### src/rtl/uart_tx_fifo.sv
`default_nettype none
// ============================================================================
//  Module      : uart_tx_fifo
//  Description : Parametrised UART transmitter with a small input FIFO and a
//                valid/ready handshake. Frame: start, DATA_BITS payload bits
//                (LSB first), optional parity bit, STOP_BITS stop bits.
//  Revision    : 1.0 - initial release
// ============================================================================
module uart_tx_fifo #(
    parameter int BAUD_DIV   = 10416,
    parameter int DATA_BITS  = 8,
    parameter int PARITY     = 0,
    parameter int STOP_BITS  = 1,
    parameter int FIFO_DEPTH = 4
) (
    input  logic                          clk,
    input  logic                          rst,
    input  logic                          valid,
    input  logic [DATA_BITS-1:0]          data,
    output logic                          ready,
    output logic                          dout,
    output logic                          busy,
    output logic [$clog2(FIFO_DEPTH):0]   fifo_count
);

    localparam int PTR_W  = $clog2(FIFO_DEPTH);
    localparam int CNT_W  = PTR_W + 1;
    localparam int BAUD_W = $clog2(BAUD_DIV * STOP_BITS) + 1;

    localparam logic [BAUD_W-1:0] c_cell_last = BAUD_W'(BAUD_DIV - 1);
    localparam logic [BAUD_W-1:0] c_stop_last = BAUD_W'(BAUD_DIV * STOP_BITS - 1);
    localparam logic [2:0]        c_bit_last  = 3'(DATA_BITS - 1);
    localparam logic [CNT_W-1:0]  c_full      = CNT_W'(FIFO_DEPTH);

    typedef enum logic [2:0] {
        S_IDLE   = 3'd0,
        S_START  = 3'd1,
        S_DATA   = 3'd2,
        S_PARITY = 3'd3,
        S_STOP   = 3'd4
    } state_t;

    state_t                 state_q, state_d;
    logic [BAUD_W-1:0]      baud_q, baud_d;
    logic [2:0]             bit_q, bit_d;
    logic [DATA_BITS-1:0]   shift_q, shift_d;
    logic                   par_q, par_d;
    logic                   dout_q, dout_d;

    logic [DATA_BITS-1:0]   mem_q [FIFO_DEPTH];
    logic [PTR_W-1:0]       wr_ptr_q, rd_ptr_q;
    logic [CNT_W-1:0]       count_q;

    logic                   w_push;
    logic                   w_pop;
    logic [DATA_BITS-1:0]   w_head;
    logic                   w_head_par;

    // ready depends only on registered occupancy, so a same-cycle pop never
    // opens the door for a write-through into a full FIFO.
    assign ready      = (count_q != c_full);
    assign w_push     = valid && ready;
    assign w_head     = mem_q[rd_ptr_q];
    assign w_head_par = (PARITY == 1) ? ~^w_head : ^w_head;

    assign dout       = dout_q;
    assign fifo_count = count_q;
    assign busy       = (state_q != S_IDLE) || (count_q != '0);

    // FIFO storage: written on every accepted word, pointers wrap naturally.
    always_ff @(posedge clk) begin
        if (w_push) begin
            mem_q[wr_ptr_q] <= data;
        end
    end

    // FIFO pointers and occupancy; push and pop together leave count unchanged.
    always_ff @(posedge clk) begin
        if (rst) begin
            wr_ptr_q <= '0;
            rd_ptr_q <= '0;
            count_q  <= '0;
        end else begin
            if (w_push) begin
                wr_ptr_q <= wr_ptr_q + 1'b1;
            end
            if (w_pop) begin
                rd_ptr_q <= rd_ptr_q + 1'b1;
            end
            case ({w_push, w_pop})
                2'b10:   count_q <= count_q + 1'b1;
                2'b01:   count_q <= count_q - 1'b1;
                default: count_q <= count_q;
            endcase
        end
    end

    // Transmitter state register; dout is registered from the current state
    // so it lags the FSM by one cycle and never glitches.
    always_ff @(posedge clk) begin
        if (rst) begin
            state_q <= S_IDLE;
            baud_q  <= '0;
            bit_q   <= '0;
            shift_q <= '0;
            par_q   <= 1'b0;
            dout_q  <= 1'b1;
        end else begin
            state_q <= state_d;
            baud_q  <= baud_d;
            bit_q   <= bit_d;
            shift_q <= shift_d;
            par_q   <= par_d;
            dout_q  <= dout_d;
        end
    end

    // Next-state, bit timing, FIFO pop and serial line value.
    always_comb begin
        state_d = state_q;
        baud_d  = baud_q;
        bit_d   = bit_q;
        shift_d = shift_q;
        par_d   = par_q;
        w_pop   = 1'b0;
        dout_d  = 1'b1;

        case (state_q)
            S_IDLE: begin
                dout_d = 1'b1;
                baud_d = '0;
                if (count_q != '0) begin
                    w_pop   = 1'b1;
                    shift_d = w_head;
                    par_d   = w_head_par;
                    bit_d   = '0;
                    state_d = S_START;
                end
            end
            S_START: begin
                dout_d = 1'b0;
                if (baud_q == c_cell_last) begin
                    baud_d  = '0;
                    bit_d   = '0;
                    state_d = S_DATA;
                end else begin
                    baud_d = baud_q + 1'b1;
                end
            end
            S_DATA: begin
                dout_d = shift_q[0];
                if (baud_q == c_cell_last) begin
                    baud_d  = '0;
                    shift_d = shift_q >> 1;
                    if (bit_q == c_bit_last) begin
                        state_d = (PARITY != 0) ? S_PARITY : S_STOP;
                    end else begin
                        bit_d = bit_q + 1'b1;
                    end
                end else begin
                    baud_d = baud_q + 1'b1;
                end
            end
            S_PARITY: begin
                dout_d = par_q;
                if (baud_q == c_cell_last) begin
                    baud_d  = '0;
                    state_d = S_STOP;
                end else begin
                    baud_d = baud_q + 1'b1;
                end
            end
            S_STOP: begin
                dout_d = 1'b1;
                if (baud_q == c_stop_last) begin
                    baud_d = '0;
                    if (count_q != '0) begin
                        // Back-to-back frames: no idle cell between them.
                        w_pop   = 1'b1;
                        shift_d = w_head;
                        par_d   = w_head_par;
                        bit_d   = '0;
                        state_d = S_START;
                    end else begin
                        state_d = S_IDLE;
                    end
                end else begin
                    baud_d = baud_q + 1'b1;
                end
            end
            default: begin
                state_d = S_IDLE;
                baud_d  = '0;
            end
        endcase
    end

endmodule
`default_nettype wire
### config.mk
export PLATFORM = sky130hd
export DESIGN_NAME = uart_tx_fifo
export DESIGN_NICKNAME = d
export VERILOG_FILES = /design/src/rtl/uart_tx_fifo.sv
export SDC_FILE = /design/constraint.sdc
export NUM_CORES = 1
export LEC_CHECK = 0
export ABC_AREA = 1
export BUFFER_PORTS_ARGS = -buffer_cell sky130_fd_sc_hd__buf_2
export CAP_MARGIN = 5
export CELL_PAD_IN_SITES_DETAIL_PLACEMENT = 0
export CELL_PAD_IN_SITES_GLOBAL_PLACEMENT = 1
export CORE_ASPECT_RATIO = 1.75
export CORE_UTILIZATION = 49
export DETAILED_ROUTE_END_ITERATION = 6
export PLACE_DENSITY = 0.81
export SYNTH_ARGS = -nofsm -noshare
export SYNTH_HDL_FRONTEND = slang
export SYNTH_SLANG_ARGS = --single-unit
### constraint.sdc
create_clock -name clk -period 4.8 [get_ports clk]
set_input_delay 0.48 -clock clk [delete_from_list [all_inputs] [get_ports clk]]
set_output_delay 0.48 -clock clk [all_outputs]
set_load 0.005 [all_outputs]
# [Word level (Yosys, flattened, before mapping)]
# Memories as Yosys holds them, arrays and structs flattened. A register that Yosys moved wholly into a read port is not among the register bits.
# Index checks and enable logic that the tools add are counted.
[word_totals] register_bits=38 mem_bits_rw=32 input_bits=11 output_inout_bits=6 elab_cells=79 memories=1
[memory_table] memory="mem_q" depth=4 width=8 rd=1 rd_ports_with_merged_regs=1 wr=1 line="50" text="logic [DATA_BITS-1:0] mem_q [FIFO_DEPTH];"
[op_classes] addsub=6 eq_ne=16 mux=30 n_bitwise=1 n_reduce_logical=16
[op_table] operator="two-way mux 3 bit" count=11
[op_table] operator="two-way mux 8 bit" count=3
[op_table] operator="case mux 8 bit (3 select lines)" count=1
[op_table] operator="adder 15 x 1 -> 15 bit (second input constant)" count=1
[op_table] operator="equality test 15 x 14 -> 1 bit (second input constant)" count=1
[op_table] operator="case mux 3 bit (5 select lines)" count=1
[op_table] operator="inequality test 2 bit (second input constant)" count=7
[op_table] operator="case mux 3 bit (4 select lines)" count=1
[op_table] operator="nonzero test 3 bit" count=3
[op_table] operator="parity 8 bit" count=1
[op_table] operator="two-way mux 1 bit" count=7
[op_table] operator="adder 3 x 1 -> 3 bit (second input constant)" count=2
[op_table] operator="equality test 3 x 2 -> 1 bit (second input constant)" count=2
[op_table] operator="equality test 3 bit (second input constant)" count=2
[op_table] operator="case mux 3 bit (2 select lines)" count=1
[op_table] operator="AND reduction 6 bit" count=1
[op_table] operator="AND reduction 5 bit" count=1
[op_table] operator="adder 2 x 1 -> 2 bit (second input constant)" count=2
[op_table] operator="two-way mux 2 bit" count=2
[op_table] operator="case mux 1 bit (2 select lines)" count=2
[op_table] operator="nonzero test 2 bit" count=2
[op_table] operator="nonzero test 4 bit" count=1
[op_table] operator="OR reduction 4 bit" count=1
[op_table] operator="equality test 3 x 1 -> 1 bit (second input constant)" count=1
[op_table] operator="other kinds (12)" count=12

# [Depth between registers and ports, before layout]
# Gate-level depths: netlist of the first run.
[depth] depth_word=6 ltp_mapped=16 ltp_nobuf=16

# [Worst setup path before layout of the first run]
# No wires, ideal clock.
[synth_timing] kind="register -> register" from="register baud_q[0]" to="register count_q[2], in the netlist fifo_count[2]" setup_time_ns=0.122 arrival_time_ns=2.211 required_ns=4.678 slack_ns=2.467 stages_incl_launch_ff=17 n_path_buf=0 synth_period_minus_slack_ns=2.333 cell_sequence="dfxtp_1 ha_1 nand2_1 inv_1 nand2_1 nor2_1 nand3_2 nand2_1 nand2_2 clkinv_2 ha_1 inv_1 fa_1 a21oi_1 o21ai_0 o21ai_0 a21oi_1"
[synth_between] elab_chain_len=5 elab_cells_between_ends=7 cone_classes="eq/ne (3); mux (3); reduce/logical (1)"
[synth_rtl] element="start, declared" line="44" text="logic [BAUD_W-1:0] baud_q, baud_d;"
[synth_rtl] element="start signal, assigned" line="110" text="baud_q <= baud_d;"
[synth_rtl] element="equality test 15 x 14 -> 1 bit (*)" line="175" text="if (baud_q == c_stop_last) begin"
[synth_rtl] element="two-way mux 1 bit (*)" line="175"
[synth_rtl] element="case mux 1 bit (2 select lines) (*)" line="128" text="case (state_q)"
[synth_rtl] element="via w_pop" line="55" text="logic w_pop;"
[synth_rtl] element="equality test 2 x 1 -> 1 bit or equality test 2 bit (tied branches)" line="90" text="case ({w_push, w_pop})"
[synth_rtl] element="case mux 3 bit (2 select lines) or nonzero test 2 bit (tied branches)"
[synth_rtl] element="end signal, assigned" line="91" text="2'b10: count_q <= count_q + 1'b1;"
[synth_rtl] element="end signal, assigned" line="92" text="2'b01: count_q <= count_q - 1'b1;"
[synth_rtl] element="end signal, assigned" line="93" text="default: count_q <= count_q;"
[synth_rtl] element="end, declared" line="52" text="logic [CNT_W-1:0] count_q;"
# Mark *: on every way through the listed nets, which the timed path passes. The rest lies on a longest branch.
# A chain may end at the register's enable or synchronous reset.

# [Worst setup path after layout of the first run]
# Same ends and word-level chain as after synthesis.

==> impl_results.html, run 1 <==
<table>
<tr><th>Metric</th><th>Value</th></tr>
<tr><th colspan="2">Timing</th></tr>
<tr><td>Summed negative setup slack over all endpoints</td><td>0 ns</td></tr>
<tr><td>Worst-margin pin slew</td><td>0.8262 ns</td></tr>
<tr><td>Clock period minus worst slack</td><td>2.611 ns</td></tr>
<tr><td>Final hold violation count</td><td>0</td></tr>
<tr><td>Max Slew Vio Count</td><td>0</td></tr>
<tr><td>Slew HR</td><td>44.72%</td></tr>
<tr><td>Post-Route Skew</td><td>0.003495 ns</td></tr>
<tr><td>Count of endpoints failing setup in the final report</td><td>0</td></tr>
<tr><td>Top achievable clock speed</td><td>0.3830 GHz</td></tr>
<tr><td>RSZ-0062 raised after global routing</td><td>no</td></tr>
<tr><td>Final cycle utilization of the critical path</td><td>54.39%</td></tr>
<tr><th colspan="2">Layout</th></tr>
<tr><td>Final layout net count</td><td>453</td></tr>
<tr><td>Commonest non-fill, non-tap cell in the layout</td><td>sky130_fd_sc_hd__nand2_1</td></tr>
<tr><td>Multi-input gate area in the final layout</td><td>1443 um^2</td></tr>
<tr><td>Area grow syn2layout</td><td>11.91%</td></tr>
<tr><td>Fraction of final layout cells with drive strength greater than 1</td><td>10.96%</td></tr>
<tr><td>Area used by sequential logic in the layout</td><td>1762 um^2</td></tr>
<tr><td>Non-Filler Instances</td><td>522</td></tr>
<tr><td>Diodes inserted</td><td>0</td></tr>
<tr><td>Filler cell count</td><td>649</td></tr>
<tr><td>Highest-count cells in the layout ignoring fill and taps</td><td>sky130_fd_sc_hd__nand2_1, sky130_fd_sc_hd__dfxtp_1, sky130_fd_sc_hd__inv_1, sky130_fd_sc_hd__edfxtp_1</td></tr>
<tr><th colspan="2">CTS</th></tr>
<tr><td>Number of clock sinks</td><td>72</td></tr>
<tr><td>Root Buffer</td><td>sky130_fd_sc_hd__clkbuf_16</td></tr>
<tr><td>Cts-stage hold buffer count</td><td>0</td></tr>
<tr><td>Post-CTS setup buffer count</td><td>0</td></tr>
<tr><td>Number of H-tree levels</td><td>3</td></tr>
<tr><td>Clock transition time at the flip-flop clock pins of the worst setup and hold paths</td><td>0.05 ns</td></tr>
<tr><td>TritonCTS clock tree</td><td>built</td></tr>
<tr><td>Clock network latency to the later pin of the worst-skew pair</td><td>0.33 ns</td></tr>
<tr><td>Number of buffers created by CTS</td><td>9</td></tr>
<tr><td>Clock tree buffer depth</td><td>2</td></tr>
<tr><td>Resize count post-CTS</td><td>0</td></tr>
<tr><th colspan="2">Drt</th></tr>
<tr><td>Initial DRT Pass Iterations</td><td>4</td></tr>
<tr><td>Post-detailed-route via-to-cell ratio</td><td>5.153</td></tr>
<tr><td>Routed wire length</td><td>6.911 mm</td></tr>
<tr><td>Total via count after detailed routing</td><td>2690</td></tr>
<tr><td>Detailed-route wire length per cell</td><td>13.24 um</td></tr>
<tr><td>Post-route DRC violation count</td><td>0</td></tr>
<tr><td>First-iteration detailed-routing DRC count</td><td>134</td></tr>
<tr><td>Count of antenna-violating nets left after detailed routing</td><td>0</td></tr>
<tr><th colspan="2">Min path</th></tr>
<tr><td>HP Class</td><td>in2reg</td></tr>
<tr><th colspan="2">Synthesis</th></tr>
<tr><td>Synthesized netlist cell count</td><td>416</td></tr>
<tr><td>Primary flip-flop cell chosen by synthesis mapping</td><td>sky130_fd_sc_hd__dfxtp_1</td></tr>
<tr><td>Post-synthesis cell area</td><td>3426 um^2</td></tr>
<tr><td>Fraction of synthesized cell area taken by the top area cell type</td><td>28.05%</td></tr>
<tr><td>YS warnings</td><td>0</td></tr>
<tr><td>Distinct cell type count of the synthesized netlist</td><td>37</td></tr>
<tr><td>Mean area per synthesized cell</td><td>8.235 um^2</td></tr>
<tr><td>Net count after synthesis</td><td>436</td></tr>
<tr><td>Asr flop ratio synth</td><td>0%</td></tr>
<tr><td>Cells taking the most area after synthesis</td><td>sky130_fd_sc_hd__edfxtp_1, sky130_fd_sc_hd__dfxtp_1, sky130_fd_sc_hd__nand2_1, sky130_fd_sc_hd__a21oi_1, sky130_fd_sc_hd__nand3_1</td></tr>
<tr><td>Number of flip-flops and latches in the synthesized netlist</td><td>72</td></tr>
<tr><td>Number of enable flip-flop cells after synthesis</td><td>32</td></tr>
<tr><td>Sequential share of the synthesized area</td><td>51.42%</td></tr>
<tr><td>Cell accounting for the most synthesized area</td><td>sky130_fd_sc_hd__edfxtp_1</td></tr>
<tr><th colspan="2">Critical path</th></tr>
<tr><td>Crit Path Max Fanout</td><td>7</td></tr>
<tr><td>CP required</td><td>5.01 ns</td></tr>
<tr><td>Kind of launch point of the worst setup path</td><td>register</td></tr>
<tr><td>Type of the setup path with the least slack</td><td>reg2reg</td></tr>
<tr><td>Critical path endpoint category</td><td>register</td></tr>
<tr><td>Data arrival time of the critical path</td><td>2.82 ns</td></tr>
<tr><th colspan="2">Run</th></tr>
<tr><td>Count of maximum capacitance violations</td><td>0</td></tr>
<tr><th colspan="2">Die</th></tr>
<tr><td>Core outline area</td><td>6807 um^2</td></tr>
<tr><td>Die Outline Area</td><td>7343 um^2</td></tr>
<tr><td>Row count</td><td>40</td></tr>
<tr><td>Horizontal die dimension</td><td>65.21 um</td></tr>
<tr><td>Die outline height</td><td>112.6 um</td></tr>
<tr><td>Initial Utilization</td><td>50.33%</td></tr>
<tr><td>I/O pins</td><td>17</td></tr>
<tr><th colspan="2">Place</th></tr>
<tr><td>DP HPWL</td><td>5.074 mm</td></tr>
<tr><td>Count of port buffers added during placement</td><td>16</td></tr>
<tr><td>Placed Cells</td><td>506</td></tr>
<tr><td>Routability-driven placement congestion ratio</td><td>0.7458</td></tr>
<tr><th colspan="2">Power and ir drop</th></tr>
<tr><td>Leakage component of the power</td><td>1.569 nW</td></tr>
<tr><td>IR drop worst, VDD</td><td>0.0003357 V</td></tr>
<tr><td>Power per Cell Area</td><td>628.6 nW/um^2</td></tr>
<tr><th colspan="2">Run status</th></tr>
<tr><td>Status</td><td>finished clean</td></tr>
<tr><th colspan="2">GRT</th></tr>
<tr><td>Number of antenna violations at the first check in global routing</td><td>0</td></tr>
<tr><td>Via count of the first global-routing pass</td><td>2648</td></tr>
<tr><td>Overall Global Routing Usage</td><td>21.80%</td></tr>
<tr><td>Global-route wire length before repair</td><td>11.85 mm</td></tr>
<tr><td>Maximum number of pins on one net before global-route repair</td><td>20</td></tr>
<tr><td>Overall overflow remaining after global route</td><td>0</td></tr>
</table>
-- cells in the mapped netlist, drive strengths merged (4+ instances only) --
| library cell | number |
|---|---|
| nand4 | 8 |
| buf | 8 |
| nand3 | 33 |
| nor3 | 7 |
| dfxtp | 40 |
| inv | 39 |
| a21oi | 31 |
| xor2 | 4 |
| edfxtp | 32 |
| nor2 | 29 |
| nand2 | 144 |
| o21ai | 18 |
| ha | 8 |
-- routing by layer --
metal	GRT usage [%]	vias to the layer above	wire, um
li1	-	1404	-
met1	22.79	1227	2682
met2	38.01	43	3775
met3	5.894	16	233
met4	12.46	0	220
met5	0	-	0
-- worst paths after layout --
check                       startpoint                    endpoint  slack, ns  depth (start not counted)
hold / removal                 data[7]       mem_q[1][7]$_DFFE_PP_       0.37                          1
setup / recovery  baud_q[0]$_SDFF_PP0_  fifo_count[2]$_SDFFE_PP0P_       2.19                         16
setup reg to reg  baud_q[0]$_SDFF_PP0_  fifo_count[2]$_SDFFE_PP0P_       2.19                         16
hold reg to reg   baud_q[0]$_SDFF_PP0_        baud_q[0]$_SDFF_PP0_       0.44                          1
-- registers in the layout, indices dropped and copies added (netlist names), named ones only --
signal,count
baud_q,15
bit_q,3
dout,1
fifo_count,3
mem_q,32
par_q,1
rd_ptr_q,2
shift_q,8
state_q,3
wr_ptr_q,2
-- worst max-delay path: stages (launching register included) --
cell and delay (ns):
sky130_fd_sc_hd__dfxtp_1 0.34, sky130_fd_sc_hd__ha_1 0.17, sky130_fd_sc_hd__nand2_1 0.06, sky130_fd_sc_hd__inv_1 0.07, sky130_fd_sc_hd__nand2_1 0.09, sky130_fd_sc_hd__nor2_1 0.22, sky130_fd_sc_hd__nand3_2 0.20, sky130_fd_sc_hd__nand2_1 0.12
sky130_fd_sc_hd__nand2_2 0.07, sky130_fd_sc_hd__clkinv_2 0.10, sky130_fd_sc_hd__ha_1 0.15, sky130_fd_sc_hd__inv_1 0.07, sky130_fd_sc_hd__fa_1 0.38, sky130_fd_sc_hd__a21oi_1 0.14, sky130_fd_sc_hd__o21ai_0 0.13, sky130_fd_sc_hd__o21ai_0 0.16
sky130_fd_sc_hd__a21oi_1 0.05
-- stage by stage --
| stage | hold slack, ns | utilization [%] | total power, mW | setup slack, ns | area (um^2) |
|---|---|---|---|---|---|
| 2_1_floorplan | 0.4112 | - | 1.570 | 2.467 | 3426 |
| 3_3_place_gp | 0.4240 | 52.10 | 1.780 | 2.216 | 3546 |
| 3_5_place_dp | 0.4345 | 52.10 | 1.793 | 2.165 | 3546 |
| 4_1_cts | 0.3531 | 56.32 | 2.436 | 2.147 | 3834 |
| 5_1_grt | 0.3620 | 56.32 | 2.621 | 1.752 | 3834 |
| 6_report | 0.3663 | 56.32 | 2.410 | 2.189 | 3834 |
-- where the power goes --
| part | switching [mW] | total [mW] | internal, mW | leakage (nW) |
|---|---|---|---|---|
| combinational | 0.621 | 0.921 | 0.300 | 0.813 |
| sequential | 0.101 | 0.852 | 0.751 | 0.620 |
| clock | 0.241 | 0.637 | 0.396 | 0.136 |
-- final cells by class --
type | instances | share of cell area [%]
clock buffers | 9 | 5.875
clock inverters | 7 | 1.632
multi-input cells | 294 | 37.63
repair buffers | 16 | 2.089
inverters | 40 | 4.080
well taps | 84 | 2.742
flip-flops and latches | 72 | 45.95
-- logic make-up (layout without fill, tap and decap cells) --
| logic type | count (synthesis) | after routing | share of synthesized area [%] |
|---|---|---|---|
| and+or+nand+nor | 226 | 226 | 28.85 |
| DFF | 72 | 72 | 51.42 |
| AOI/OAI and AO/OA | 54 | 54 | 8.473 |
| buffers and inverters | 50 | 72 | 6.464 |
| adders and majority gates | 9 | 9 | 3.506 |
| xor gates and xnor gates | 5 | 5 | 1.278 |
Power figures use the tool's default switching activity.
==> run 2: changes to the inputs <==
CORE_UTILIZATION = 46   (was 49)
PLACE_DENSITY = 0.77   (was 0.81)
clock period = 2.6 ns   (was 4.8 ns; I/O delays follow)
==> run 2 against run 1 <==
Global-route usage is 1.2 points lower; first-iteration DRC count is 15% lower; via count is 0.11% higher; clock power is 77% higher; non-clock buffer count is 9 higher; register-to-register slack worse by 2.0 ns; final area is 1.9% higher; clock skew is 0.0027 ns higher; maximum frequency is 10% higher; critical path depth stayed put; core utilization is 2.0 points lower; critical endpoint unchanged; highest routed layer unchanged.
==> impl_results.html, run 2 (synthesis gave the netlist of run 1 again) <==
<table>
<tr><th>Metric</th><th>Value</th></tr>
<tr><th colspan="2">Drt</th></tr>
<tr><td>Detailed-route wire length per cell</td><td>13.07 um (-1.3%)</td></tr>
<tr><td>Post-detailed-route via-to-cell ratio</td><td>5.053 (-2.0%)</td></tr>
<tr><td>First-iteration detailed-routing DRC count</td><td>114 (-15%)</td></tr>
<tr><td>Routed wire length</td><td>6.967 mm (+0.81%)</td></tr>
<tr><td>Initial DRT Pass Iterations</td><td>4 (unchanged)</td></tr>
<tr><td>Total via count after detailed routing</td><td>2693 (+0.11%)</td></tr>
<tr><td>Count of antenna-violating nets left after detailed routing</td><td>0 (unchanged)</td></tr>
<tr><td>Post-route DRC violation count</td><td>0 (unchanged)</td></tr>
<tr><th colspan="2">Layout</th></tr>
<tr><td>Diodes inserted</td><td>0 (unchanged)</td></tr>
<tr><td>Largest registers</td><td>mem_q x32, baud_q x15, shift_q x8</td></tr>
<tr><td>Fraction of final layout cells with drive strength greater than 1</td><td>13.65% (+2.7 points)</td></tr>
<tr><td>Commonest non-fill, non-tap cell in the layout</td><td>sky130_fd_sc_hd__nand2_1</td></tr>
<tr><td>Final cell area excluding filler cells</td><td>3905 um^2 (+1.9%)</td></tr>
<tr><td>Area grow syn2layout</td><td>13.99%</td></tr>
<tr><td>Largest register by flop count</td><td>mem_q</td></tr>
<tr><td>Largest register FFs</td><td>32 (unchanged)</td></tr>
<tr><td>Highest-count cells in the layout ignoring fill and taps</td><td>sky130_fd_sc_hd__nand2_1, sky130_fd_sc_hd__dfxtp_1, sky130_fd_sc_hd__inv_1, sky130_fd_sc_hd__edfxtp_1</td></tr>
<tr><td>Util after Layout</td><td>54.37% (-2.0 points)</td></tr>
<tr><td>Final layout net count</td><td>462 (+2.0%)</td></tr>
<tr><th colspan="2">Place</th></tr>
<tr><td>DP HPWL</td><td>5.149 mm (+1.5%)</td></tr>
<tr><td>Count of port buffers added during placement</td><td>16 (unchanged)</td></tr>
<tr><td>Placed Area</td><td>3616 um^2 (+2.0%)</td></tr>
<tr><td>Routability-driven placement congestion ratio</td><td>0.7042 (-5.6%)</td></tr>
<tr><th colspan="2">GRT</th></tr>
<tr><td>Global-route wire length before repair</td><td>11.61 mm (-2.1%)</td></tr>
<tr><td>Via count of the first global-routing pass</td><td>2617 (-1.2%)</td></tr>
<tr><td>Overall Global Routing Usage</td><td>20.57% (-1.2 points)</td></tr>
<tr><td>Number of antenna violations at the first check in global routing</td><td>0 (unchanged)</td></tr>
<tr><td>Maximum number of pins on one net before global-route repair</td><td>20 (unchanged)</td></tr>
<tr><td>Overall overflow remaining after global route</td><td>0 (unchanged)</td></tr>
<tr><th colspan="2">Timing</th></tr>
<tr><td>Count of endpoints failing setup in the final report</td><td>0 (unchanged)</td></tr>
<tr><td>Post-Route Skew</td><td>0.006198 ns (+0.002704 ns)</td></tr>
<tr><td>Final cycle utilization of the critical path</td><td>91.25% (+37 points)</td></tr>
<tr><td>RSZ-0062 raised after global routing</td><td>no</td></tr>
<tr><td>Summed negative setup slack over all endpoints</td><td>0 ns (unchanged)</td></tr>
<tr><td>Slew HR</td><td>70.55% (+26 points)</td></tr>
<tr><td>Top achievable clock speed</td><td>0.4215 GHz (+10%)</td></tr>
<tr><td>Worst-margin pin slew</td><td>0.4413 ns (-0.3849 ns)</td></tr>
<tr><td>Final hold violation count</td><td>0 (unchanged)</td></tr>
<tr><td>Clock period minus worst slack</td><td>2.372 ns (-0.2384 ns)</td></tr>
<tr><td>Max Slew Vio Count</td><td>0 (unchanged)</td></tr>
<tr><td>Final hold slack</td><td>0.1342 ns (-0.2321 ns)</td></tr>
<tr><th colspan="2">Critical path</th></tr>
<tr><td>Kind of launch point of the worst setup path</td><td>register</td></tr>
<tr><td>Critical path endpoint category</td><td>register</td></tr>
<tr><td>Worst R2R Setup Slack</td><td>0.23 ns (-1.96 ns)</td></tr>
<tr><td>Reg2Reg Capture Point</td><td>fifo_count[2]$_SDFFE_PP0P_</td></tr>
<tr><td>Type of the setup path with the least slack</td><td>reg2reg</td></tr>
<tr><td>Data arrival time of the critical path</td><td>2.59 ns (-0.23 ns)</td></tr>
<tr><td>Length in cells of the worst reg-to-reg path</td><td>16 (unchanged)</td></tr>
<tr><td>Crit Path Max Fanout</td><td>7 (unchanged)</td></tr>
<tr><td>Critical Path End</td><td>fifo_count[2]$_SDFFE_PP0P_</td></tr>
<tr><td>CP required</td><td>2.81 ns (-2.20 ns)</td></tr>
<tr><td>Worst flop-to-flop path startpoint</td><td>baud_q[0]$_SDFF_PP0_</td></tr>
<tr><td>Critical Path Source</td><td>baud_q[0]$_SDFF_PP0_</td></tr>
<tr><th colspan="2">Die</th></tr>
<tr><td>Die outline height</td><td>116.2 um (+3.2%)</td></tr>
<tr><td>Row count</td><td>41 (+2.5%)</td></tr>
<tr><td>Die Outline Area</td><td>7810 um^2 (+6.4%)</td></tr>
<tr><td>Core outline area</td><td>7182 um^2 (+5.5%)</td></tr>
<tr><td>Initial Utilization</td><td>47.70% (-2.6 points)</td></tr>
<tr><td>Horizontal die dimension</td><td>67.24 um (+3.1%)</td></tr>
<tr><td>I/O pins</td><td>17 (unchanged)</td></tr>
<tr><th colspan="2">CTS</th></tr>
<tr><td>Resize count post-CTS</td><td>0 (unchanged)</td></tr>
<tr><td>Post-CTS setup buffer count</td><td>0 (unchanged)</td></tr>
<tr><td>Number of H-tree levels</td><td>3 (unchanged)</td></tr>
<tr><td>Root Buffer</td><td>sky130_fd_sc_hd__clkbuf_16</td></tr>
<tr><td>Clock network latency to the later pin of the worst-skew pair</td><td>0.34 ns (about the same)</td></tr>
<tr><td>Clock tree buffer depth</td><td>2 (unchanged)</td></tr>
<tr><td>Number of buffers created by CTS</td><td>9 (unchanged)</td></tr>
<tr><td>Clock transition time at the flip-flop clock pins of the worst setup and hold paths</td><td>0.06 ns (about the same)</td></tr>
<tr><td>Cts-stage hold buffer count</td><td>0 (unchanged)</td></tr>
<tr><td>Number of clock sinks</td><td>72 (unchanged)</td></tr>
<tr><td>TritonCTS clock tree</td><td>built</td></tr>
<tr><th colspan="2">Power and ir drop</th></tr>
<tr><td>Power per Cell Area</td><td>1139 nW/um^2 (+81%)</td></tr>
<tr><td>IR drop worst, VDD</td><td>0.0005389 V (+61%)</td></tr>
<tr><td>Leakage component of the power</td><td>1.607 nW (+2.4%)</td></tr>
<tr><th colspan="2">Run</th></tr>
<tr><td>Count of maximum capacitance violations</td><td>0 (unchanged)</td></tr>
<tr><th colspan="2">Run status</th></tr>
<tr><td>Status</td><td>finished clean</td></tr>
<tr><th colspan="2">Min path</th></tr>
<tr><td>HP Class</td><td>in2reg</td></tr>
</table>
[run 2: changes by cell type in the layout (fill, tap and decap cells not counted), sizes merged]
cell / delta
bufinv: -1
clkinv: -3
clkinvlp: +1
inv: +3
buf: +9
[run 2: power by group]
part	total, mW	switching, mW	internal, mW
clock	1.13	0.480	0.652
combinational	1.79	1.19	0.601
sequential	1.52	0.137	1.39
[run 2: worst min-delay path by stage]
stage	cells past startpoint	to	from	slack [ns]
after floorplan	0	mem_q[0][0]$_DFFE_PP_	data[0]	0.36
after global placement	1	baud_q[0]$_SDFF_PP0_	baud_q[0]$_SDFF_PP0_	0.42
after detailed placement	1	baud_q[0]$_SDFF_PP0_	baud_q[0]$_SDFF_PP0_	0.44
after CTS	1	mem_q[2][3]$_DFFE_PP_	data[3]	0.13
after global routing	1	mem_q[3][0]$_DFFE_PP_	data[0]	0.13
final	1	mem_q[2][4]$_DFFE_PP_	data[4]	0.13
[run 2: layout make-up]
cell class / count / area (um^2)
sequential: 72 / 1762
clock inverter: 7 / 53.80
tap: 86 / 107.6
clock buffer: 9 / 225.2
fill: 695 / 3277
timing repair buffer: 25 / 147.6
inverter: 40 / 156.4
multi-input combinational: 294 / 1453
[run 2: through the flow]
step | instances | power [mW] | worst slack (ns)
2_1_floorplan | 416 | 2.898 | 0.2666
3_3_place_gp | 517 | 3.340 | 0.1635
3_5_place_dp | 517 | 3.360 | 0.09013
4_1_cts | 533 | 4.504 | 0.08301
5_1_grt | 533 | 4.801 | 0.01358
6_report | 533 | 4.447 | 0.2276
[run 2: worst max-delay path: stages, from the launching register on]
cell                       delay, ns
sky130_fd_sc_hd__dfxtp_1        0.34
sky130_fd_sc_hd__ha_1           0.17
sky130_fd_sc_hd__nand2_1        0.05
sky130_fd_sc_hd__inv_1          0.08
sky130_fd_sc_hd__nand2_2        0.09
sky130_fd_sc_hd__nor2_4         0.14
sky130_fd_sc_hd__nand3_2        0.09
sky130_fd_sc_hd__nand2_1        0.08
sky130_fd_sc_hd__nand2_2        0.07
sky130_fd_sc_hd__clkinv_2       0.10
sky130_fd_sc_hd__ha_1           0.14
sky130_fd_sc_hd__inv_1          0.06
sky130_fd_sc_hd__fa_1           0.38
sky130_fd_sc_hd__a21oi_1        0.14
sky130_fd_sc_hd__o21ai_0        0.12
sky130_fd_sc_hd__o21ai_1        0.13
sky130_fd_sc_hd__a21oi_1        0.06
[run 2: layer usage]
metal	track usage [%]	wire, um
met1	20.42	2726
met2	37.47	3815
met3	6.152	217
met4	10.07	207
met5	0	0
